==> src/rtl/lvds_pkg.sv <==
// Shared definitions for the LVDS bit-alignment datapath: word format,
// training pattern and the training sequencer's state encoding.
package lvds_pkg;

    localparam int WORD_W  = 12;
    localparam int RETRY_W = 4;

    // Also used by the bit aligner, so both ends agree on the pattern.
    localparam logic [WORD_W-1:0] TP_DEFAULT = 12'hA5B;

    localparam logic [2:0] S_IDLE        = 3'd0;
    localparam logic [2:0] S_RESET_ALIGN = 3'd1;
    localparam logic [2:0] S_WAIT_ACK    = 3'd2;
    localparam logic [2:0] S_VERIFY      = 3'd3;
    localparam logic [2:0] S_RETRY       = 3'd4;
    localparam logic [2:0] S_LOCKED      = 3'd5;
    localparam logic [2:0] S_FAIL        = 3'd6;

    typedef enum logic [2:0] {
        ST_IDLE        = S_IDLE,
        ST_RESET_ALIGN = S_RESET_ALIGN,
        ST_WAIT_ACK    = S_WAIT_ACK,
        ST_VERIFY      = S_VERIFY,
        ST_RETRY       = S_RETRY,
        ST_LOCKED      = S_LOCKED,
        ST_FAIL        = S_FAIL
    } train_state_t;

    // Bits needed to hold the values 0..max_val.
    function automatic int cnt_w(input int max_val);
        return (max_val < 2) ? 1 : $clog2(max_val + 1);
    endfunction

endpackage

==> src/rtl/lvds_train_ctrl_if.sv <==
// Handshake/status bundle between the training sequencer and its environment.
// err_cnt exists only when TRAIN_ERR_CNT_EN is defined.
interface lvds_train_ctrl_if;
    import lvds_pkg::*;

    logic              start;
    logic              align_ack;
    logic              word_stb;
    logic [WORD_W-1:0] word_in;
    logic              align_rst;
    logic              adc_test_mode;
    logic              locked;
    logic              fail;
    logic              busy;
    logic [RETRY_W-1:0] retry_cnt;
    logic [2:0]        state_o;
`ifdef TRAIN_ERR_CNT_EN
    logic [7:0]        err_cnt;
`endif

    modport master (
        output start, align_ack, word_stb, word_in,
`ifdef TRAIN_ERR_CNT_EN
        input  err_cnt,
`endif
        input  align_rst, adc_test_mode, locked, fail, busy, retry_cnt, state_o
    );

    modport slave (
        input  start, align_ack, word_stb, word_in,
`ifdef TRAIN_ERR_CNT_EN
        output err_cnt,
`endif
        output align_rst, adc_test_mode, locked, fail, busy, retry_cnt, state_o
    );

endinterface

==> src/rtl/lvds_train_timer.sv <==
// Up-counting cycle timer with synchronous clear, enable and a terminal-count
// flag; it holds at the terminal value instead of wrapping.
module lvds_train_timer #(
    parameter int W = 10
) (
    input  logic         CLK_IN,
    input  logic         RST_N,
    input  logic         clr,
    input  logic         en,
    input  logic [W-1:0] tc_val,
    output logic         tc
);

    logic [W-1:0] cnt;

    always_ff @(posedge CLK_IN) begin
        if (!RST_N) begin
            cnt <= '0;
        end else if (clr) begin
            cnt <= '0;
        end else if (en && !tc) begin
            cnt <= cnt + 1'b1;
        end
    end

    assign tc = (cnt == tc_val);

endmodule

==> src/rtl/lvds_train_ctrl.sv <==
// LVDS link-training sequencer: aligner reset, ack wait, pattern verify, retry.
// Optional err_cnt output is built when TRAIN_ERR_CNT_EN is defined.
//
// state        | meaning
// -------------+-----------------------------------------------------------
// IDLE         | untrained, aligner held in reset, waiting for start
// RESET_ALIGN  | aligner held in reset for RST_CYC cycles, ADC sends TP
// WAIT_ACK     | aligner released, waiting for align_ack (bounded)
// VERIFY       | counting consecutive TP words (first strobe discarded)
// RETRY        | one cycle: retry again or give up
// LOCKED       | link trained; loss of ack or start retrains
// FAIL         | retries exhausted, held until start or reset
module lvds_train_ctrl
    import lvds_pkg::*;
#(
    parameter logic [WORD_W-1:0] TP          = TP_DEFAULT,
    parameter int                RST_CYC     = 16,
    parameter int                ACK_TIMEOUT = 1024,
    parameter int                MATCH_WORDS = 8,
    parameter int                MAX_RETRY   = 3
) (
    input  logic              CLK_IN,
    input  logic              RST_N,
    lvds_train_ctrl_if.slave  bus
);

    localparam int TMR_W   = cnt_w(((ACK_TIMEOUT > RST_CYC) ? ACK_TIMEOUT : RST_CYC) - 1);
    localparam int MATCH_W = cnt_w(MATCH_WORDS);

    train_state_t         state, state_nxt;
    logic [MATCH_W-1:0]   match_q, match_d;
    logic                 discard_q, discard_d;
    logic [RETRY_W-1:0]   retry_q, retry_d;
    logic                 align_rst_q, train_act_q, locked_q, fail_q;
    logic                 err_evt, err_clr;
    logic                 word_ok, word_taken;
    logic                 tmr_clr, tmr_en, tmr_tc;
    logic [TMR_W-1:0]     tmr_tc_val;

    assign tmr_clr    = (state_nxt != state);
    assign tmr_en     = (state == ST_RESET_ALIGN) || (state == ST_WAIT_ACK) || (state == ST_VERIFY);
    assign tmr_tc_val = (state == ST_RESET_ALIGN) ? TMR_W'(RST_CYC - 1) : TMR_W'(ACK_TIMEOUT - 1);

    lvds_train_timer #(.W(TMR_W)) u_timer (
        .CLK_IN (CLK_IN),
        .RST_N  (RST_N),
        .clr    (tmr_clr),
        .en     (tmr_en),
        .tc_val (tmr_tc_val),
        .tc     (tmr_tc)
    );

    assign word_ok    = (bus.word_in == TP);
    assign word_taken = bus.word_stb && !discard_q;

    always_comb begin
        state_nxt = state;
        match_d   = match_q;
        discard_d = discard_q;
        retry_d   = retry_q;
        err_evt   = 1'b0;
        err_clr   = 1'b0;

        case (state)
            ST_IDLE: begin
                if (bus.start) begin
                    retry_d   = '0;
                    err_clr   = 1'b1;
                    state_nxt = ST_RESET_ALIGN;
                end
            end
            ST_RESET_ALIGN: begin
                if (tmr_tc) state_nxt = ST_WAIT_ACK;
            end
            ST_WAIT_ACK: begin
                if (bus.align_ack) begin
                    match_d   = '0;
                    discard_d = 1'b1;
                    state_nxt = ST_VERIFY;
                end else if (tmr_tc) begin
                    err_evt   = 1'b1;
                    state_nxt = ST_RETRY;
                end
            end
            ST_VERIFY: begin
                if (bus.word_stb && discard_q) begin
                    discard_d = 1'b0;
                end else if (word_taken && word_ok) begin
                    match_d = match_q + 1'b1;
                end
                // A lock-completing word beats a coincident timeout or ack loss.
                if (word_taken && word_ok && match_q == MATCH_W'(MATCH_WORDS - 1)) begin
                    state_nxt = ST_LOCKED;
                end else if (word_taken && !word_ok) begin
                    err_evt   = 1'b1;
                    state_nxt = ST_RETRY;
                end else if (!bus.align_ack) begin
                    state_nxt = ST_RETRY;
                end else if (tmr_tc) begin
                    err_evt   = 1'b1;
                    state_nxt = ST_RETRY;
                end
            end
            ST_RETRY: begin
                if (retry_q == RETRY_W'(MAX_RETRY)) begin
                    state_nxt = ST_FAIL;
                end else begin
                    retry_d   = retry_q + 1'b1;
                    state_nxt = ST_RESET_ALIGN;
                end
            end
            ST_LOCKED: begin
                if (bus.start) begin
                    retry_d   = '0;
                    err_clr   = 1'b1;
                    state_nxt = ST_RESET_ALIGN;
                end else if (!bus.align_ack) begin
                    retry_d   = '0;
                    state_nxt = ST_RESET_ALIGN;
                end
            end
            ST_FAIL: begin
                if (bus.start) begin
                    retry_d   = '0;
                    err_clr   = 1'b1;
                    state_nxt = ST_RESET_ALIGN;
                end
            end
            default: state_nxt = ST_IDLE;
        endcase
    end

    always_ff @(posedge CLK_IN) begin
        if (!RST_N) begin
            state       <= ST_IDLE;
            match_q     <= '0;
            discard_q   <= 1'b0;
            retry_q     <= '0;
            align_rst_q <= 1'b1;
            train_act_q <= 1'b0;
            locked_q    <= 1'b0;
            fail_q      <= 1'b0;
        end else begin
            state       <= state_nxt;
            match_q     <= match_d;
            discard_q   <= discard_d;
            retry_q     <= retry_d;
            // Outputs are registered from the next state so they line up with state_o.
            align_rst_q <= (state_nxt == ST_IDLE) || (state_nxt == ST_RESET_ALIGN) ||
                           (state_nxt == ST_FAIL);
            train_act_q <= (state_nxt == ST_RESET_ALIGN) || (state_nxt == ST_WAIT_ACK) ||
                           (state_nxt == ST_VERIFY) || (state_nxt == ST_RETRY);
            locked_q    <= (state_nxt == ST_LOCKED);
            fail_q      <= (state_nxt == ST_FAIL);
        end
    end

    assign bus.align_rst     = align_rst_q;
    assign bus.adc_test_mode = train_act_q;
    assign bus.busy          = train_act_q;
    assign bus.locked        = locked_q;
    assign bus.fail          = fail_q;
    assign bus.retry_cnt     = retry_q;
    assign bus.state_o       = state;

`ifdef TRAIN_ERR_CNT_EN
    logic [7:0] err_q;

    always_ff @(posedge CLK_IN) begin
        if (!RST_N || err_clr) begin
            err_q <= '0;
        end else if (err_evt && err_q != 8'hFF) begin
            err_q <= err_q + 1'b1;
        end
    end

    assign bus.err_cnt = err_q;
`else
    logic unused_err;
    assign unused_err = err_evt | err_clr;
`endif

endmodule

==> src/flat_wrapper.sv <==
// flat-port wrapper written by rule: the top's interface ports become plain ports
module lvds_train_ctrl_flat import lvds_pkg::*;
#(
    parameter logic [WORD_W-1:0] TP          = TP_DEFAULT,
    parameter int                RST_CYC     = 16,
    parameter int                ACK_TIMEOUT = 1024,
    parameter int                MATCH_WORDS = 8,
    parameter int                MAX_RETRY   = 3
)
  (CLK_IN, RST_N, bus_start, bus_align_ack, bus_word_stb, bus_word_in, bus_align_rst, bus_adc_test_mode, bus_locked, bus_fail, bus_busy, bus_retry_cnt, bus_state_o);
  lvds_train_ctrl_if bus_i ();
  input  logic CLK_IN;
  input  logic RST_N;
  input wire logic [$bits(bus_i.start)-1:0] bus_start;
  input wire logic [$bits(bus_i.align_ack)-1:0] bus_align_ack;
  input wire logic [$bits(bus_i.word_stb)-1:0] bus_word_stb;
  input wire logic [$bits(bus_i.word_in)-1:0] bus_word_in;
  output wire logic [$bits(bus_i.align_rst)-1:0] bus_align_rst;
  output wire logic [$bits(bus_i.adc_test_mode)-1:0] bus_adc_test_mode;
  output wire logic [$bits(bus_i.locked)-1:0] bus_locked;
  output wire logic [$bits(bus_i.fail)-1:0] bus_fail;
  output wire logic [$bits(bus_i.busy)-1:0] bus_busy;
  output wire logic [$bits(bus_i.retry_cnt)-1:0] bus_retry_cnt;
  output wire logic [$bits(bus_i.state_o)-1:0] bus_state_o;
  assign bus_i.start = bus_start;
  assign bus_i.align_ack = bus_align_ack;
  assign bus_i.word_stb = bus_word_stb;
  assign bus_i.word_in = bus_word_in;
  assign bus_align_rst = bus_i.align_rst;
  assign bus_adc_test_mode = bus_i.adc_test_mode;
  assign bus_locked = bus_i.locked;
  assign bus_fail = bus_i.fail;
  assign bus_busy = bus_i.busy;
  assign bus_retry_cnt = bus_i.retry_cnt;
  assign bus_state_o = bus_i.state_o;
  lvds_train_ctrl #(.TP(TP), .RST_CYC(RST_CYC), .ACK_TIMEOUT(ACK_TIMEOUT), .MATCH_WORDS(MATCH_WORDS), .MAX_RETRY(MAX_RETRY)) u_core (.CLK_IN(CLK_IN), .RST_N(RST_N), .bus(bus_i));
endmodule
==> config.mk <==
export PLATFORM = sky130hd
export DESIGN_NAME = lvds_train_ctrl_flat
export DESIGN_NICKNAME = d
export VERILOG_FILES = /design/src/rtl/lvds_pkg.sv /design/src/rtl/lvds_train_ctrl_if.sv /design/src/rtl/lvds_train_timer.sv /design/src/rtl/lvds_train_ctrl.sv /design/src/flat_wrapper.sv
export SDC_FILE = /design/constraint.sdc
export NUM_CORES = 1
export LEC_CHECK = 0
export ABC_AREA = 1
export BUFFER_PORTS_ARGS = -buffer_cell sky130_fd_sc_hd__buf_2
export CELL_PAD_IN_SITES_DETAIL_PLACEMENT = 1
export CELL_PAD_IN_SITES_GLOBAL_PLACEMENT = 2
export CORE_AREA = 4 4 87 73
export DETAILED_ROUTE_END_ITERATION = 10
export DIE_AREA = 0 0 91 77
export PLACE_DENSITY = 0.77
export REMOVE_ABC_BUFFERS = 1
export SYNTH_ARGS = -nofsm -noshare
export SYNTH_HDL_FRONTEND = slang
export SYNTH_SLANG_ARGS = --single-unit
==> constraint.sdc <==
create_clock -name CLK_IN -period 2.2 [get_ports CLK_IN]
set_input_delay 0.33 -clock CLK_IN [delete_from_list [all_inputs] [get_ports CLK_IN]]
set_output_delay 0.33 -clock CLK_IN [all_outputs]
set_load 0.1 [all_outputs]
==> run metrics, run 1 <==
finished layout cell area=~1900 um2; GR met2 Demand/Resource=0.1918; worst vdd ir=between 0.3 and 0.4 mV; Slew HR=0.6655; final worst slack=about 200 ps; clk slew on worst S/H paths=approximately 100 ps; Critical Path RT=about 2400 ps; Inserted Clock Buffers=3; Setup-failing EPs final=0; met1 Track Usage GR=0.1669; Core Rows=24; die area=about 7000 um2; Pleak=around 0.00086 uW; Yosys warnings=0; Max-Cap Viols=0; GRT Residual Overflow=0; post-synthesis sequential area ratio=0.3355; Skew-Pair Late Insertion Delay=about 270 ps; first-pass GRT wire length=7100 um; drt drc=0; initial antenna violation count=0; Clk Tree Root Cell=clkbuf_8; Post-Synthesis Cells=approximately 250; TNS Setup=0 ps; number of flops mapped to enable cells by yosys=0; gr usage total=0.1209; critical path class=reg2reg; vias in the first global route=1578; Int Pwr=just under 800 uW; crit path DAT=about 2200 ps; final core occ=0.3454; initial DRC count=25; Sequential Power Share=0.446; fin crit period=between 1500 and 2000 ps; Slew Viols, Final=0; DR vias=around 1500; Worst Tran Pin Value=slightly above 500 ps; crit-path max FO=10; # clock sinks=26; routability cong.=0.8268; share of cells above drive strength 1=0.1935; Distinct cells, synth=27; busiest layer in global routing=met2; ys flop type=dfxtp_1; Post-DRT Antenna Nets=0; crit start category=register; Area Growth Syn to Fin=20.32%; Synth Register Bits=26; Final Hold Vio Count=0; DR WL/cell=11.41 um; Ports=29; Hold Crit Class=in2reg; P per Cell Area=just under 600 nW/um2; Die W=around 90 um; worst clock skew=around 5.2 ps; met3 usage=0.03033; dpl ws=111.6 ps; drt total wl=just under 4000 um; Final Cycle Share=0.9063; antenna fix cells=0; Die Y-Extent=77 um; Clk pwr share=0.368; DRT Pass-1 Iters=4; placed standard-cell area=~1800 um2; Switching Fraction=0.2931; Syn Area/Cell=~6.3 um2; Gate power share=0.186; CP Capture Type=register; Tot Pwr=roughly 1100 uW; commonest non-fill, non-tap cell in the layout=nand2_1; core area=5405 um2; starting density of the core=0.2870; fraction of registers with async set/reset=0; most frequent cells in the layout=nand2_1, nor2_1, inv_1; synthesized cell area=roughly 1600 um2; HPWL after DPL=roughly 3300 um; H-tree levels=1; maximum clock insertion buffer count=2; largest net degree at the start of global routing=16; vias per cell=about 4.4; Port Buffers=28; P_sw=around 320 uW; CTS tree=yes; RSZ-0062 raised after global routing=no; Layout Nets=300; outcome=completed; Fmax=between 500 and 600 MHz
path summary, 6_finish.rpt:
kind                            cells past startpoint               startpoint  slack [ps]                    end
worst min-delay path                                2             bus_word_stb         240       u_core.discard_q
worst max register to register                     13  u_core.bus.retry_cnt[0]         210  u_core.u_timer.cnt[3]
worst max-delay path                               13  u_core.bus.retry_cnt[0]         210  u_core.u_timer.cnt[3]
worst min register to register                      2        u_core.match_q[1]         500      u_core.match_q[1]
repair_timing:
action	CTS	global route
buffers inserted	0	0
resized for setup	0	8
endpoints found under the setup margin	0	10
hold buffers	0	0
endpoints found under the hold margin	0	0
power by group through the flow:
stage | sequential (uW) | combinational (uW) | clock (uW)
5_1_grt | 494 | 225 | 451
4_1_cts | 491 | 206 | 433
6_report | 491 | 204 | 405
3_5_place_dp | 501 | 206 | 0
2_1_floorplan | 570 | 83.0 | 0
3_3_place_gp | 501 | 206 | 0
cells in the mapped netlist (2+ instances only):
cell,count,area share
a211oi_1,2,0.0097
a21oi_1,9,0.029
buf_4,2,0.0097
dfxtp_1,26,0.34
ha_1,3,0.024
inv_1,42,0.10
inv_2,2,0.0048
nand2_1,51,0.12
nand2_2,2,0.0081
nand3_1,12,0.039
nand4_1,4,0.016
nor2_1,52,0.13
nor2_2,4,0.016
nor3_1,8,0.026
o21ai_0,8,0.026
xnor2_1,3,0.017
xor2_1,6,0.034
flip-flops by register name (all words and copies together), names as in the netlist:
register and count:
u_core.u_timer.cnt 10, u_core.bus.retry_cnt 4, u_core.match_q 4, u_core.bus.state_o 3
u_core.bus.adc_test_mode 1, u_core.bus.align_rst 1, u_core.bus.fail 1, u_core.bus.locked 1
u_core.discard_q 1
cells by family (layout without fill, tap and decap cells):
family,after synthesis,after routing,share of synthesized area
buffers and inverters,47,80,0.1185
DFF,26,26,0.3355
adders and majority gates,3,3,0.02420
xor gates and xnor gates,9,9,0.05081
muxes,1,1,0.007258
AOI/OAI and AO/OA,22,22,0.07984
and+or+nand+nor,138,138,0.3839
worst max-delay path, stage by stage (launching register included):
cell and delay, ps:
dfxtp_1 350, ha_1 230, nand3_1 130, nor2_1 70, nor2_2 230, nand2_1 80
nor2_1 140, nand2_1 100, nand2_1 160, nand2_1 80, nand2_1 80, nor2_2 50
nand2_4 120, nor2_1 60
metrics by stage:
step | hold slack [ps] | instances
floorplan | 424.6 | 244
CTS | 229.3 | 344
global route | 238.2 | 344
detailed placement | 488.7 | 340
finish | 236.3 | 344
global placement | 469.3 | 340
cell type report:
class	instances	area, um2
Timing Repair Buffer	31	162.7
Sequential cell	26	524.3
Clock inverter	1	30.03
Inverter	45	168.9
Clock buffer	3	41.29
Fill cell	715	3538
Multi-Input combinational cell	173	858.3
Tap cell	65	81.33
layer usage:
| layer | part of all wire | vias up |
|---|---|---|
| met5 | 0 | - |
| met2 | 0.43 | 15 |
| li1 | - | 821 |
| met3 | 0.031 | 4 |
| met4 | 0.0061 | 0 |
| met1 | 0.53 | 682 |
No activity file was read; power rests on OpenSTA's default activity.
==> run 2, diff against run 1 <==
--- a/config.mk
+++ b/config.mk
@@ -12,6 +12,7 @@
 export CORE_AREA = 4 4 87 73
 export DETAILED_ROUTE_END_ITERATION = 10
 export DIE_AREA = 0 0 91 77
+export GPL_TIMING_DRIVEN = 0
 export PLACE_DENSITY = 0.77
 export REMOVE_ABC_BUFFERS = 1
 export SYNTH_ARGS = -nofsm -noshare
==> run metrics, run 2 (same netlist as run 1, synthesis figures left out) <==
outcome=completed (unchanged); Final Hold Vio Count=0 (unchanged); Switching Fraction=0.2968 (was 0.2931); RSZ-0062 raised after global routing=no (unchanged); vias per cell=4.471 (was 4.424); Skew-Pair Late Insertion Delay=280 ps (was 270 ps); largest net degree at the start of global routing=16 (unchanged); Gate power share=0.183 (was 0.186); Max-Cap Viols=0 (unchanged); # clock sinks=26 (unchanged); Int Pwr=774.8 uW (was 777.5 uW); routability cong.=0.7497 (was 0.8268); Worst Hold Path Cells=2 (unchanged); vias in the first global route=1525 (was 1578); crit-path max FO=10 (unchanged); DR vias=1529 (was 1522); Critical Path RT=2380 ps (was 2370 ps); CP Capture Type=register (unchanged); Area Growth Syn to Fin=19.44% (was 20.32%); Die Y-Extent=77 um (unchanged); clk slew on worst S/H paths=100 ps (about the same); crit path DAT=2150 ps (was 2170 ps); Placed Cells=337 (was 340); worst vdd ir=0.2430 mV (was 0.3741 mV); Final Cycle Share=0.8970 (was 0.9063); Inserted Clock Buffers=3 (unchanged); GRT Residual Overflow=0 (unchanged); antenna fix cells=0 (unchanged); final worst slack=226.5 ps (was 206.1 ps); first-pass GRT wire length=6969 um (was 7100 um); drt drc=0 (unchanged); P_sw=326.9 uW (was 322.4 uW); DR WL/cell=11.31 um (was 11.41 um); Slew Viols, Final=0 (unchanged); fin crit period=1973 ps (was 1994 ps); core area=5405 um2 (unchanged); Setup-failing EPs final=0 (unchanged); worst clock skew=3.821 ps (was 5.208 ps); TNS Setup=0 ps (unchanged); Worst Tran Pin Value=493.4 ps (was 505.2 ps); dpl ws=80.32 ps (was 111.6 ps); initial antenna violation count=0 (unchanged); HPWL after DPL=3100 um (was 3262 um); final non-filler cell total=342 (was 344); crit start category=register (unchanged); Reg2Reg Depth=13 (unchanged); gr usage total=0.1188 (was 0.1209); share of cells above drive strength 1=0.1913 (was 0.1935); DRT Pass-1 Iters=4 (unchanged); Die W=91 um (unchanged); P per Cell Area=594.5 nW/um2 (was 589.2 nW/um2); starting density of the core=0.2870 (unchanged); maximum clock insertion buffer count=2 (unchanged); worst hold slack=248.1 ps (was 236.3 ps); Core Rows=24 (unchanged); Hold Crit Class=in2reg (unchanged); Ports=29 (unchanged); Slew HR=0.6676 (was 0.6655); Layout Nets=298 (was 300); drt total wl=3867 um (was 3926 um); most frequent cells in the layout=nand2_1, nor2_1, inv_1 (unchanged); Pleak=0.0008495 uW (was 0.0008612 uW); flip-flop count of the largest register, all copies and words added=10 (unchanged); Post-DRT Antenna Nets=0 (unchanged); Port Buffers=28 (unchanged); critical path class=reg2reg (unchanged); Hold Buf Count CTS=0 (unchanged); H-tree levels=1 (unchanged); die area=7007 um2 (unchanged); initial DRC count=45 (was 25); CTS tree=yes (unchanged); Fmax=506.7 MHz (was 501.5 MHz); commonest non-fill, non-tap cell in the layout=nand2_1 (unchanged); Sequential Power Share=0.446 (about the same); Most flops, register=u_core.u_timer.cnt (unchanged); Clk Tree Root Cell=clkbuf_8 (unchanged); Clk pwr share=0.371 (was 0.368)
run 2: changes by cell type in the layout (fill, tap and decap cells not counted):
| cell | previous run | this run |
|---|---|---|
| a21boi_2 | 1 | 0 |
| a21boi_0 | 0 | 1 |
| nor2_1 | 49 | 48 |
| buf_4 | 3 | 1 |
| nand2_1 | 51 | 50 |
| nand2_2 | 2 | 3 |
| nor2_2 | 7 | 8 |
run 2: power by group through the flow:
stage	clock network (uW)	registers, uW	logic [uW]
finish	409	491	201
global route	453	493	222
CTS	429	491	204
detailed placement	0	502	203
global placement	0	502	201
floorplan	0	570	83.0
run 2: repair_timing:
action | in CTS | in global routing
endpoints found under the setup margin | 0 | 14
resized for setup | 0 | 8
setup buffers | 0 | 1
run 2: layer usage:
metal,global-route usage,wire length [um],vias up,share of wire
met2,0.1778,1625,18,0.42
met1,0.1715,2071,684,0.54
met3,0.02544,121,5,0.031
met4,0.03163,48,0,0.012
li1,-,-,822,-
met5,0,0,-,0
run 2: final cells by class:
cell class / count / area (um2)
clock buffer: 3 / 41.29
clock inverter: 1 / 30.03
timing repair buffer: 29 / 147.6
tap: 65 / 81.33
inverter: 45 / 168.9
multi-input combinational: 173 / 859.6
fill: 720 / 3552
sequential: 26 / 524.3
run 2: worst max-delay path, cell delays in order (launching register included):
cell      delay (ps)
dfxtp_1          380
ha_1             150
inv_1             50
nor2_1           170
a21boi_0         280
nor2_1            70
nor2_1           130
nand2_1           80
nand2_1          160
nand2_1           70
nand2_1           90
nor2_2            50
nand2_4          130
nor2_1            60
run 2: worst paths after layout:
path	startpoint	to	slack, ps
setup / recovery	u_core.u_timer.cnt[0]	u_core.u_timer.cnt[8]	230
hold / removal	bus_word_stb	u_core.discard_q	250
setup reg to reg	u_core.u_timer.cnt[0]	u_core.u_timer.cnt[8]	230
hold reg to reg	u_core.match_q[1]	u_core.match_q[1]	490
run 2: stage by stage:
stage          utilization  power (uW)  cell area [um2]
6_report            0.3428        1102             1853
3_5_place_dp        0.3252       704.8             1758
2_1_floorplan            -       653.0             1536
4_1_cts             0.3384        1123             1829
5_1_grt             0.3428        1169             1853
3_3_place_gp        0.3252       702.3             1758
==> run 3, diff against run 2 <==
--- a/config.mk
+++ b/config.mk
@@ -13,7 +13,7 @@
 export DETAILED_ROUTE_END_ITERATION = 10
 export DIE_AREA = 0 0 91 77
 export GPL_TIMING_DRIVEN = 0
-export PLACE_DENSITY = 0.77
+export PLACE_DENSITY = 0.79
 export REMOVE_ABC_BUFFERS = 1
 export SYNTH_ARGS = -nofsm -noshare
 export SYNTH_HDL_FRONTEND = slang
==> run metrics, run 3 (same netlist as run 1, synthesis figures left out) <==
core area=5405 um2 (unchanged); Hold Buf Count CTS=0 (unchanged); DRT Pass-1 Iters=4 (unchanged); min-delay src=bus_word_stb (unchanged); Setup crit start=u_core.u_timer.cnt[0] (unchanged); Ports=29 (unchanged); R2R Path Start=u_core.u_timer.cnt[0] (unchanged); Skew-Pair Late Insertion Delay=270 ps (was 280 ps); Hold Crit Class=in2reg (unchanged); TNS Setup=0 ps (unchanged); Slew Viols, Final=0 (unchanged); CP Capture Type=register (unchanged); # clock sinks=26 (unchanged); Setup-failing EPs final=0 (unchanged); Most flops, register=u_core.u_timer.cnt (unchanged); fin crit period=1935 ps (was 1973 ps); Die Y-Extent=77 um (unchanged); clk slew on worst S/H paths=90 ps (was 100 ps); outcome=completed (unchanged); Inserted Clock Buffers=3 (unchanged); routability cong.=0.7435 (was 0.7497); final core occ=0.3338 (was 0.3428); vias in the first global route=1550 (was 1525); Clk Tree Root Cell=clkbuf_8 (unchanged); Area Growth Syn to Fin=16.29% (was 19.44%); RSZ-0062 raised after global routing=no (unchanged); largest net degree at the start of global routing=14 (was 16); share of cells above drive strength 1=0.1673 (was 0.1913); HPWL after DPL=3034 um (was 3100 um); Filler Cell Count=716 (was 720); die area=7007 um2 (unchanged); initial antenna violation count=0 (unchanged); Final Hold Vio Count=0 (unchanged); Pleak=0.0008304 uW (was 0.0008495 uW); drt total wl=3733 um (was 3867 um); antenna fix cells=0 (unchanged); initial DRC count=19 (was 45); Final Cycle Share=0.8797 (was 0.8970); worst clock skew=5.066 ps (was 3.821 ps); Die W=91 um (unchanged); most frequent cells in the layout=nor2_1, nand2_1, inv_1 (was nand2_1, nor2_1, inv_1); starting density of the core=0.2870 (unchanged); crit start category=register (unchanged); gr usage total=0.1169 (was 0.1188); Max-Cap Viols=0 (unchanged); maximum clock insertion buffer count=2 (unchanged); vias per cell=4.465 (was 4.471); first-pass GRT wire length=6900 um (was 6969 um); Core Rows=24 (unchanged); worst vdd ir=0.1796 mV (was 0.2430 mV); crit path DAT=2100 ps (was 2150 ps); DR vias=1518 (was 1529); Worst Tran Pin Value=494.6 ps (was 493.4 ps); drt drc=0 (unchanged); Critical Path RT=2370 ps (was 2380 ps); crit-path max FO=10 (unchanged); GRT Residual Overflow=0 (unchanged); CTS tree=yes (unchanged); P per Cell Area=531.8 nW/um2 (was 594.5 nW/um2); Port Buffers=28 (unchanged); Slew HR=0.6725 (was 0.6676); Layout Nets=297 (was 298); Post-DRT Antenna Nets=0 (unchanged); Fmax=516.7 MHz (was 506.7 MHz); DR WL/cell=10.98 um (was 11.31 um); H-tree levels=1 (unchanged); critical path class=reg2reg (unchanged); flip-flop count of the largest register, all copies and words added=10 (unchanged)
## run 3: changes by cell type in the layout (fill, tap and decap cells not counted), sizes merged
cell / previous run / this run
buf: 29 / 28
bufinv: 1 / 0
## run 3: layout make-up
type / count / area (um2) / area share
Clock buffer: 3 / 41.29 / 0.02288
Inverter: 45 / 168.9 / 0.09362
Multi-Input combinational cell: 173 / 849.6 / 0.4709
Sequential cell: 26 / 523.0 / 0.2899
Tap cell: 65 / 81.33 / 0.04508
Timing Repair Buffer: 28 / 140.1 / 0.07767
## run 3: critical path: stages (launching register included)
cell      delay [ps]
dfxtp_1          380
ha_1             160
inv_1             50
nor2_1           170
a21boi_0         270
nor2_1            70
nor2_1           120
nand2_1           80
nand2_1          150
nand2_1           70
nand2_1           80
nor2_2            50
nand2_4          120
nor2_1            50
## run 3: timing repair
action,CTS,global route
endpoints found under the setup margin,0,12
gates resized for setup,0,4
setup buffers,0,0
## run 3: path summary, 6_finish.rpt
kind,endpoint,slack (ps),cells past startpoint
hold reg to reg,u_core.match_q[1],490,2
setup reg to reg,u_core.u_timer.cnt[7],260,13
setup / recovery,u_core.u_timer.cnt[7],260,13
hold / removal,u_core.discard_q,250,2
## run 3: per-layer routing
layer,part of all wire,up-vias,track usage
li1,-,816,-
met1,0.56,678,0.1660
met2,0.39,20,0.1763
met3,0.029,4,0.02153
met4,0.015,0,0.04066
met5,0,-,0
## run 3: stage by stage
step	hold slack [ps]	instances	power (uW)	cell area [um2]	setup slack [ps]
finish	251.8	340	959.5	1804	264.6
global route	240.5	340	1018	1804	4.376
CTS	246.5	340	978.2	1799	119.9
detailed placement	484.9	337	703.1	1758	135.0
global placement	469.9	337	701.2	1758	134.0
floorplan	424.6	244	653.0	1536	-277.1
## run 3: power breakdown
group / switching (uW) / internal [uW] / total (uW) / leakage [uW]
Combinational: 149 / 49.8 / 199 / 0.000598
Clock: 147 / 123 / 270 / 0.0000216
Sequential: 10.4 / 481 / 491 / 0.000211
